===== config.mk =====
export PLATFORM = sky130hd
export DESIGN_NAME = pipeline_hazard_ctrl
export DESIGN_NICKNAME = d
export VERILOG_FILES = /design/src/rtl/pipeline_hazard_ctrl.sv
export SDC_FILE = /design/constraint.sdc
export NUM_CORES = 1
export LEC_CHECK = 0
export CORE_MARGIN = 3
export CORE_UTILIZATION = 51
export DETAILED_ROUTE_END_ITERATION = 6
export GPL_ROUTABILITY_DRIVEN = 1
export GPL_TIMING_DRIVEN = 0
export PLACE_DENSITY = 0.88
export SYNTH_ARGS = -nofsm -noshare
export SYNTH_HDL_FRONTEND = slang
export SYNTH_SLANG_ARGS = --single-unit

===== constraint.sdc =====
create_clock -name clk -period 4.75 [get_ports clk]
set_clock_uncertainty 0.2 [all_clocks]
set_input_delay 0.475 -clock clk [delete_from_list [all_inputs] [get_ports clk]]
set_output_delay 0.475 -clock clk [all_outputs]
set_load 0.02 [all_outputs]

===== src/rtl/pipeline_hazard_ctrl.sv =====
`default_nettype none
// ============================================================================
// Module  : pipeline_hazard_ctrl
// Brief   : Sequencing controller for a 5-stage pipeline: load-use stalls,
//           jump/redirect flushes, memory-wait freeze, halt/drain, counters.
// Rev     : 1.0  initial release
// ============================================================================
module pipeline_hazard_ctrl #(
  parameter int DRAIN_CYCLES = 4,
  parameter int CNT_W        = 16
) (
  input  logic             clk,
  input  logic             rst_n,
  input  logic [3:0]       id_opcode,
  input  logic [2:0]       id_funct,
  input  logic [2:0]       id_rs,
  input  logic [2:0]       id_rt,
  input  logic             ex_mem_read,
  input  logic [2:0]       ex_rt,
  input  logic             ex_redirect,
  input  logic             mem_access,
  input  logic             dmem_ready,
  input  logic             halt_req,
  output logic             pc_en,
  output logic [1:0]       pc_sel,
  output logic             if_id_en,
  output logic             if_id_flush,
  output logic             id_ex_en,
  output logic             id_ex_flush,
  output logic             ex_mem_en,
  output logic             mem_wb_flush,
  output logic             halted,
  output logic [CNT_W-1:0] stall_cnt,
  output logic [CNT_W-1:0] flush_cnt
);

  typedef enum logic [1:0] {
    ST_RUN      = 2'd0,
    ST_MEM_WAIT = 2'd1,
    ST_DRAIN    = 2'd2,
    ST_HALTED   = 2'd3
  } state_e;

  localparam logic [3:0] OP_RTYPE = 4'b0000;
  localparam logic [3:0] OP_SW    = 4'b0010;
  localparam logic [3:0] OP_BEQ   = 4'b0110;
  localparam logic [3:0] OP_BNQ   = 4'b0111;
  localparam logic [3:0] OP_J     = 4'b1001;
  localparam logic [3:0] OP_JAL   = 4'b1010;

  localparam logic [1:0] SEL_SEQ   = 2'b00;
  localparam logic [1:0] SEL_JUMP  = 2'b01;
  localparam logic [1:0] SEL_REDIR = 2'b10;

  localparam logic [2:0]       DRAIN_LAST = 3'(DRAIN_CYCLES - 1);
  localparam logic [CNT_W-1:0] CNT_MAX    = '1;
  localparam logic [CNT_W-1:0] CNT_ONE    = CNT_W'(1);

  state_e           state_q, state_d;
  state_e           ret_q, ret_d;
  state_e           ctx;
  logic [2:0]       drain_q, drain_d;
  logic [CNT_W-1:0] stall_cnt_q, stall_cnt_d;
  logic [CNT_W-1:0] flush_cnt_q, flush_cnt_d;

  logic uses_rs, uses_rt, id_jump, load_use, mem_wait;
  logic unused_funct;

  // funct does not affect hazard decisions; only the opcode class matters
  assign unused_funct = ^id_funct;

  always_comb begin
    uses_rs  = (id_opcode != OP_J) && (id_opcode != OP_JAL);
    uses_rt  = (id_opcode == OP_RTYPE) || (id_opcode == OP_SW) ||
               (id_opcode == OP_BEQ)   || (id_opcode == OP_BNQ);
    id_jump  = (id_opcode == OP_J) || (id_opcode == OP_JAL);
    load_use = ex_mem_read && (ex_rt != 3'd0) &&
               ((uses_rs && (ex_rt == id_rs)) || (uses_rt && (ex_rt == id_rt)));
    mem_wait = mem_access && !dmem_ready;
  end

  // MEM_WAIT behaves as its return state once memory stops waiting
  assign ctx    = (state_q == ST_MEM_WAIT) ? ret_q : state_q;
  assign halted = (state_q == ST_HALTED);

  always_comb begin
    pc_en        = 1'b1;
    pc_sel       = SEL_SEQ;
    if_id_en     = 1'b1;
    if_id_flush  = 1'b0;
    id_ex_en     = 1'b1;
    id_ex_flush  = 1'b0;
    ex_mem_en    = 1'b1;
    mem_wb_flush = 1'b0;
    state_d      = state_q;
    ret_d        = ret_q;
    drain_d      = drain_q;
    stall_cnt_d  = stall_cnt_q;
    flush_cnt_d  = flush_cnt_q;

    if (mem_wait) begin
      pc_en        = 1'b0;
      if_id_en     = 1'b0;
      id_ex_en     = 1'b0;
      ex_mem_en    = 1'b0;
      mem_wb_flush = 1'b1;
      if (ctx != ST_HALTED) begin
        state_d = ST_MEM_WAIT;
        ret_d   = ctx;
      end
    end else begin
      case (ctx)
        ST_RUN: begin
          state_d = ST_RUN;
          if (ex_redirect) begin
            pc_sel      = SEL_REDIR;
            if_id_flush = 1'b1;
            id_ex_flush = 1'b1;
          end else if (load_use) begin
            pc_en       = 1'b0;
            if_id_en    = 1'b0;
            id_ex_flush = 1'b1;
          end else if (id_jump) begin
            pc_sel      = SEL_JUMP;
            if_id_flush = 1'b1;
          end
          if (halt_req) begin
            state_d = ST_DRAIN;
            drain_d = 3'd0;
          end
        end
        ST_DRAIN: begin
          state_d     = ST_DRAIN;
          pc_en       = 1'b0;
          if_id_flush = 1'b1;
          if (ex_redirect) begin
            pc_en       = 1'b1;
            pc_sel      = SEL_REDIR;
            id_ex_flush = 1'b1;
          end else if (load_use) begin
            if_id_en    = 1'b0;
            if_id_flush = 1'b0;
            id_ex_flush = 1'b1;
          end else if (id_jump) begin
            pc_en  = 1'b1;
            pc_sel = SEL_JUMP;
          end
          if (ex_redirect || !load_use) begin
            drain_d = drain_q + 3'd1;
            if (drain_q == DRAIN_LAST) begin
              state_d = ST_HALTED;
            end
          end
        end
        ST_HALTED: begin
          pc_en       = 1'b0;
          if_id_flush = 1'b1;
          if (!halt_req) begin
            state_d = ST_RUN;
          end
        end
        default: begin
          state_d = ST_RUN;
        end
      endcase
    end

    // Freeze cycles while returning to RUN still count as RUN stalls
    if (ctx == ST_RUN) begin
      if (!pc_en && (stall_cnt_q != CNT_MAX)) begin
        stall_cnt_d = stall_cnt_q + CNT_ONE;
      end
      if (if_id_flush && (flush_cnt_q != CNT_MAX)) begin
        flush_cnt_d = flush_cnt_q + CNT_ONE;
      end
    end
  end

  always_ff @(posedge clk or negedge rst_n) begin
    if (!rst_n) begin
      state_q     <= ST_RUN;
      ret_q       <= ST_RUN;
      drain_q     <= 3'd0;
      stall_cnt_q <= '0;
      flush_cnt_q <= '0;
    end else begin
      state_q     <= state_d;
      ret_q       <= ret_d;
      drain_q     <= drain_d;
      stall_cnt_q <= stall_cnt_d;
      flush_cnt_q <= flush_cnt_d;
    end
  end

  assign stall_cnt = stall_cnt_q;
  assign flush_cnt = flush_cnt_q;

endmodule
`default_nettype wire


Yosys cells after proc, flatten, opt, wreduce, memory -nomap -nowiden
Cells that the tools add are included.
{"block": "totals", "in_bits": 23, "out_inout_bits": 42, "ff_bits": 39, "elab_cells": 90}
{"block": "op_classes", "n_reduce_logical": 27, "n_eq_ne": 21, "bitwise_logic": 1, "muxes": 33, "n_addsub": 3}
{"op": "$add 16x1->16 const B", "n": 2}
{"op": "$ne 16x16->1 const B", "n": 2}
{"op": "$mux 1", "n": 19}
{"op": "$mux 2", "n": 8}
{"op": "$eq 4x3->1 const B", "n": 2}
{"op": "$eq 4x4->1 const B", "n": 2}
{"op": "$logic_and 1x1->1", "n": 8}
{"op": "$ne 4x4->1 const B", "n": 2}
{"op": "$reduce_and 2->1", "n": 4}
{"op": "$eq 2x2->1 const B", "n": 3}
{"op": "$eq 3x3->1", "n": 2}
{"op": "$logic_or 1x1->1", "n": 6}
{"op": "$mux 3", "n": 2}
{"op": "$ne 2x2->1 const B", "n": 3}
{"op": "$pmux 1 s3", "n": 2}
{"op": "$pmux 2 s3", "n": 1}
{"op": "$pmux 3 s2", "n": 1}
{"op": "$eq 4x2->1 const B", "n": 1}
{"op": "$logic_not 4->1", "n": 1}
{"op": "$reduce_and 4->1", "n": 1}
{"op": "$add 3x1->3 const B", "n": 1}
{"op": "$eq 3x2->1 const B", "n": 1}
{"op": "$logic_not 1->1", "n": 3}
{"op": "$ne 3x3->1 const B", "n": 1}
{"op": "7 further kinds", "n": 7}

Depth between registers and ports, before layout
{"block": "logic_depth", "word_depth": 14, "ltp_mapped": 9, "mapped_depth_nobuf": 7}

Worst setup path after synthesis
No wires, ideal clock.
{"block": "synth_path", "kind": "input to output", "from": "input port dmem_ready", "to": "output port if_id_flush", "path_stages": 4, "t_arrival_ns": 1.788, "n_path_buf": 1, "setup_slack_ns": 2.287, "required_ns": 4.075, "path_cell_list": "nand2b_1 -> clkbuf_1 -> inv_1 -> a221oi_1"}
{"block": "synth_via", "elab_chain_cells": 3}
{"item": "from (decl)", "line": "22", "source": "input logic dmem_ready,"}
{"item": "$logic_not 1->1", "line": "79", "source": "mem_wait = mem_access && !dmem_ready;"}
{"item": "$logic_and 1x1->1", "line": "79"}
{"item": "$mux 1", "line": "101", "source": "if (mem_wait) begin"}
{"item": "to (decl)", "line": "27", "source": "output logic if_id_flush,"}
No other way between the ends.

Final worst setup path
{"block": "layout_path", "from": "input port ex_rt[0]", "to": "output port pc_en"}
{"block": "layout_via", "elab_chain_cells": 8, "word_cells_on_any_way": 14, "cone_classes": "eq/ne: 2; mux: 6; reduce/logical: 6"}
{"item": "from (decl)", "line": "19", "source": "input logic [2:0] ex_rt,"}
{"item": "$eq 3x3->1", "line": "78", "source": "((uses_rs && (ex_rt == id_rs)) || (uses_rt && (ex_rt == id_rt)));"}
{"item": "$logic_and 1x1->1", "line": "78"}
{"item": "$logic_or 1x1->1", "line": "78"}
{"item": "$logic_and 1x1->1 (*)", "line": "77", "source": "load_use = ex_mem_read && (ex_rt != 3'd0) &&"}
{"item": "$mux 1"}
{"item": "$mux 1 (on tied branches)"}
{"item": "$pmux 1 s3 (*)", "line": "112", "source": "case (ctx)"}
{"item": "$mux 1 (*)", "line": "101"}
{"item": "to (decl)", "line": "24", "source": "output logic pc_en,"}
Mark *: on every way between the ends. The rest lies on a longest branch, timed or not.

==> impl_results.md <==
- Final setup viols: 0
- CP required: 4070 ps
- Largest net degree at the start of global routing: 40
- DR pass1 iterations: 4
- Worst R2R Setup Slack: 2290 ps
- Initial Util: 53.89%
- Critical Path Max Stage Delay: 660 ps
- Root Buffer: clkbuf_8
- Io pins: 65
- Post-synth top flop: dfrtp_1
- Maxcap violations: 0
- First-pass GRT wire length: 8.459 mm
- Die W: approximately 72 um
- Leakage: 0.001231 uW
- Tot GR Track Use: 20.76%
- Length in cells of the worst reg-to-reg path: 7
- Routed wl met3: between 200 and 250 um
- TritonCTS clock tree: yes
- CTS Buffer Depth: 2
- FP Rows: 23
- Drt drc: 0
- Unrepaired setup endpoints after global routing: false
- Reg2reg end: stall_cnt[13]
- Antenna violations before repair: 0
- Slew Viols, Final: 0
- Routed Antenna Nets: 0
- Syn. warnings: 0
- CP endpoint kind: output port
- Yosys reg bits: 39
- WHS: 73.08 ps
- Final setup TNS: 0 ps
- Tcrit/Tclk final: 71.42%
- Gate Count Post-Synth: between 200 and 250
- Initial DRC Count: 96
- Max Fanout on Critical Path: 5
- Maximum vdd ir drop: 0.2972 mV
- Status: completed
- Layout area overhead: 34.83%
- Critical Path Most Common Cell: clkdlybuf4s50_1
- Sequential area share after synthesis: 44.32%
- Die Ht: 71.71 um
- Via Count: 1800
- Minimum clock period: 3393 ps
- M1 WL: 2.199 mm
- Mapped cell area: approximately 2200 um^2
- Synth async-reset ratio: 100.0%
- Vias in the first global route: roughly 1800
- Total die area: 5142 um^2
- Worst rel slew slack: 43.46%
- Met2 WL: 2.473 mm
- Worst slew pin tran: 848.1 ps
- Setup crit start kind: input pin
- PortBufs: 61
- HP Class: in2async
- Detailed Place HPWL: 3.659 mm
- Reg-to-Reg Start: stall_cnt[0]
- Skew-Pair Late Insertion Delay: around 300 ps
- Slowest CP cell: clkdlybuf4s50_1
- Nets: about 310
- Clk sinks: 39
- Critical path data arrival time: 2720 ps
- Fmax: 294.8 MHz
- Final WL: ~5 mm
- FF+latch area: 975.9 um^2
- FILL cells: 306
- Crit Path Class: in2out
- Multi-input logic area: 1155 um^2
- Mean post-synth cell area: 10.49 um^2
- DR vias/cell: around 5.5
- DR top layer: met4
- Post-synth EDFFs: 0
- Avg WL per Cell: 15.02 um
- CTS buffer count: 5
- GP Congestion: between 0.7 and 0.8
- Ant diodes: 0
- Gr ovfl total: 0
- # resized after CTS: 0
- H-tree Lvls: 2
- Fraction of layout cells with a size suffix above 1: between 10% and 20%
- Hold Violations, Final: 0
- Total core area: 4086 um^2
- Syn nets: 237
- Setup bufs post-CTS: 0
- Library cells used by synthesis: 42
- Clk slew on worst S/H paths: 80 ps
- PD cells: 419.5 nW/um^2
- CP Cell Sequence: clkdlybuf4s50_1 > o31ai_4 > or3_4 > o32ai_4 > nand2_1 > o21ai_0 > a221oi_1 > clkdlybuf4s50_1
- CTS Hold Bufs: 0
[cell families after synthesis]
family          synth area share [%]
compound gates                 9.660
xor+xnor                       14.72
fa+ha+maj                      2.273
buf+inv                        3.239
flops                          44.32
mux                            3.579
simple gates                   22.22
[report_power, final]
part           switching (uW)  internal [uW]
Sequential               98.3            405
Combinational             252            248
Clock                     124            119
[worst max path at each step]
| stage | from | endpoint | slack, ps | depth (start not counted) |
|---|---|---|---|---|
| final | ex_rt[0] | pc_en | 1360 | 8 |
| after global routing | ex_rt[0] | pc_en | 1220 | 8 |
| after CTS | ex_rt[0] | pc_en | 1350 | 8 |
| after detailed placement | ex_rt[0] | pc_en | 1350 | 8 |
| after global placement | ex_rt[0] | if_id_flush | 1390 | 8 |
| after floorplan | dmem_ready | if_id_flush | 2290 | 4 |
[cell usage in the layout (no fill, tap or decap), types with 2 or more instances in the layout]
cell,n
and3_1,5
nor2_1,19
clkdlybuf4s50_1,60
nor4_1,4
clkbuf_1,2
o21ai_0,5
and2_1,2
and4_4,2
buf_4,2
buf_6,2
xor2_1,13
a21oi_1,5
dfrtp_1,39
mux2_4,3
inv_1,7
nand2_1,17
nand3_1,13
ha_1,4
a221oi_1,2
nor3_1,3
clkbuf_8,6
nor3_2,4
nand4_1,9
xnor2_1,24
and4_1,3
nand2b_1,2
mux2_1,2
[flip-flops by register name, indices dropped and copies added, names as in the netlist]
signal and count:
ret_q 2, stall_cnt 16, drain_q 3, state_q 2, flush_cnt 16
[critical path, delay by kind of cell]
kind,cells,cell delay [ps]
buf+inv,2,1170
compound gates,4,780
simple gates,2,290
[synth_stat cells, types with 5 or more instances]
cell,n,share of area [%]
o21ai_0,5,1.1
nor2_1,19,3.2
and3_1,5,1.4
nand2_1,17,2.9
nand3_1,13,3.0
inv_1,7,1.2
a21oi_1,5,1.1
xor2_1,13,5.2
xnor2_1,24,9.5
dfrtp_1,39,44
nand4_1,9,2.6
[layout make-up]
class,count,area share (%)
clock buffers,6,2.781
repair buffers,61,20.40
plain buffers,6,1.517
well taps,50,2.107
multi-input cells,158,38.90
inverters,7,0.8850
clock inverters,2,0.5478
flip-flops and latches,39,32.87
[layer usage]
metal	track usage [%]	vias up
li1	-	874
met1	27.21	867
met2	33.67	52
met3	5.610	7
met4	6.263	0
met5	0	-
[through the flow]
stage	total power, uW	area, um^2	setup WS (ps)	utilization (%)	cells
final	1245	2969	1357	72.66	329
after global routing	1328	2969	1216	72.66	329
after CTS	1257	2969	1345	72.66	329
after detailed placement	1013	2870	1348	70.24	321
after global placement	989.3	2875	1386	70.36	321
after floorplan	790.1	2202	2287	-	210
No activity file was read; power rests on OpenSTA's default activity.
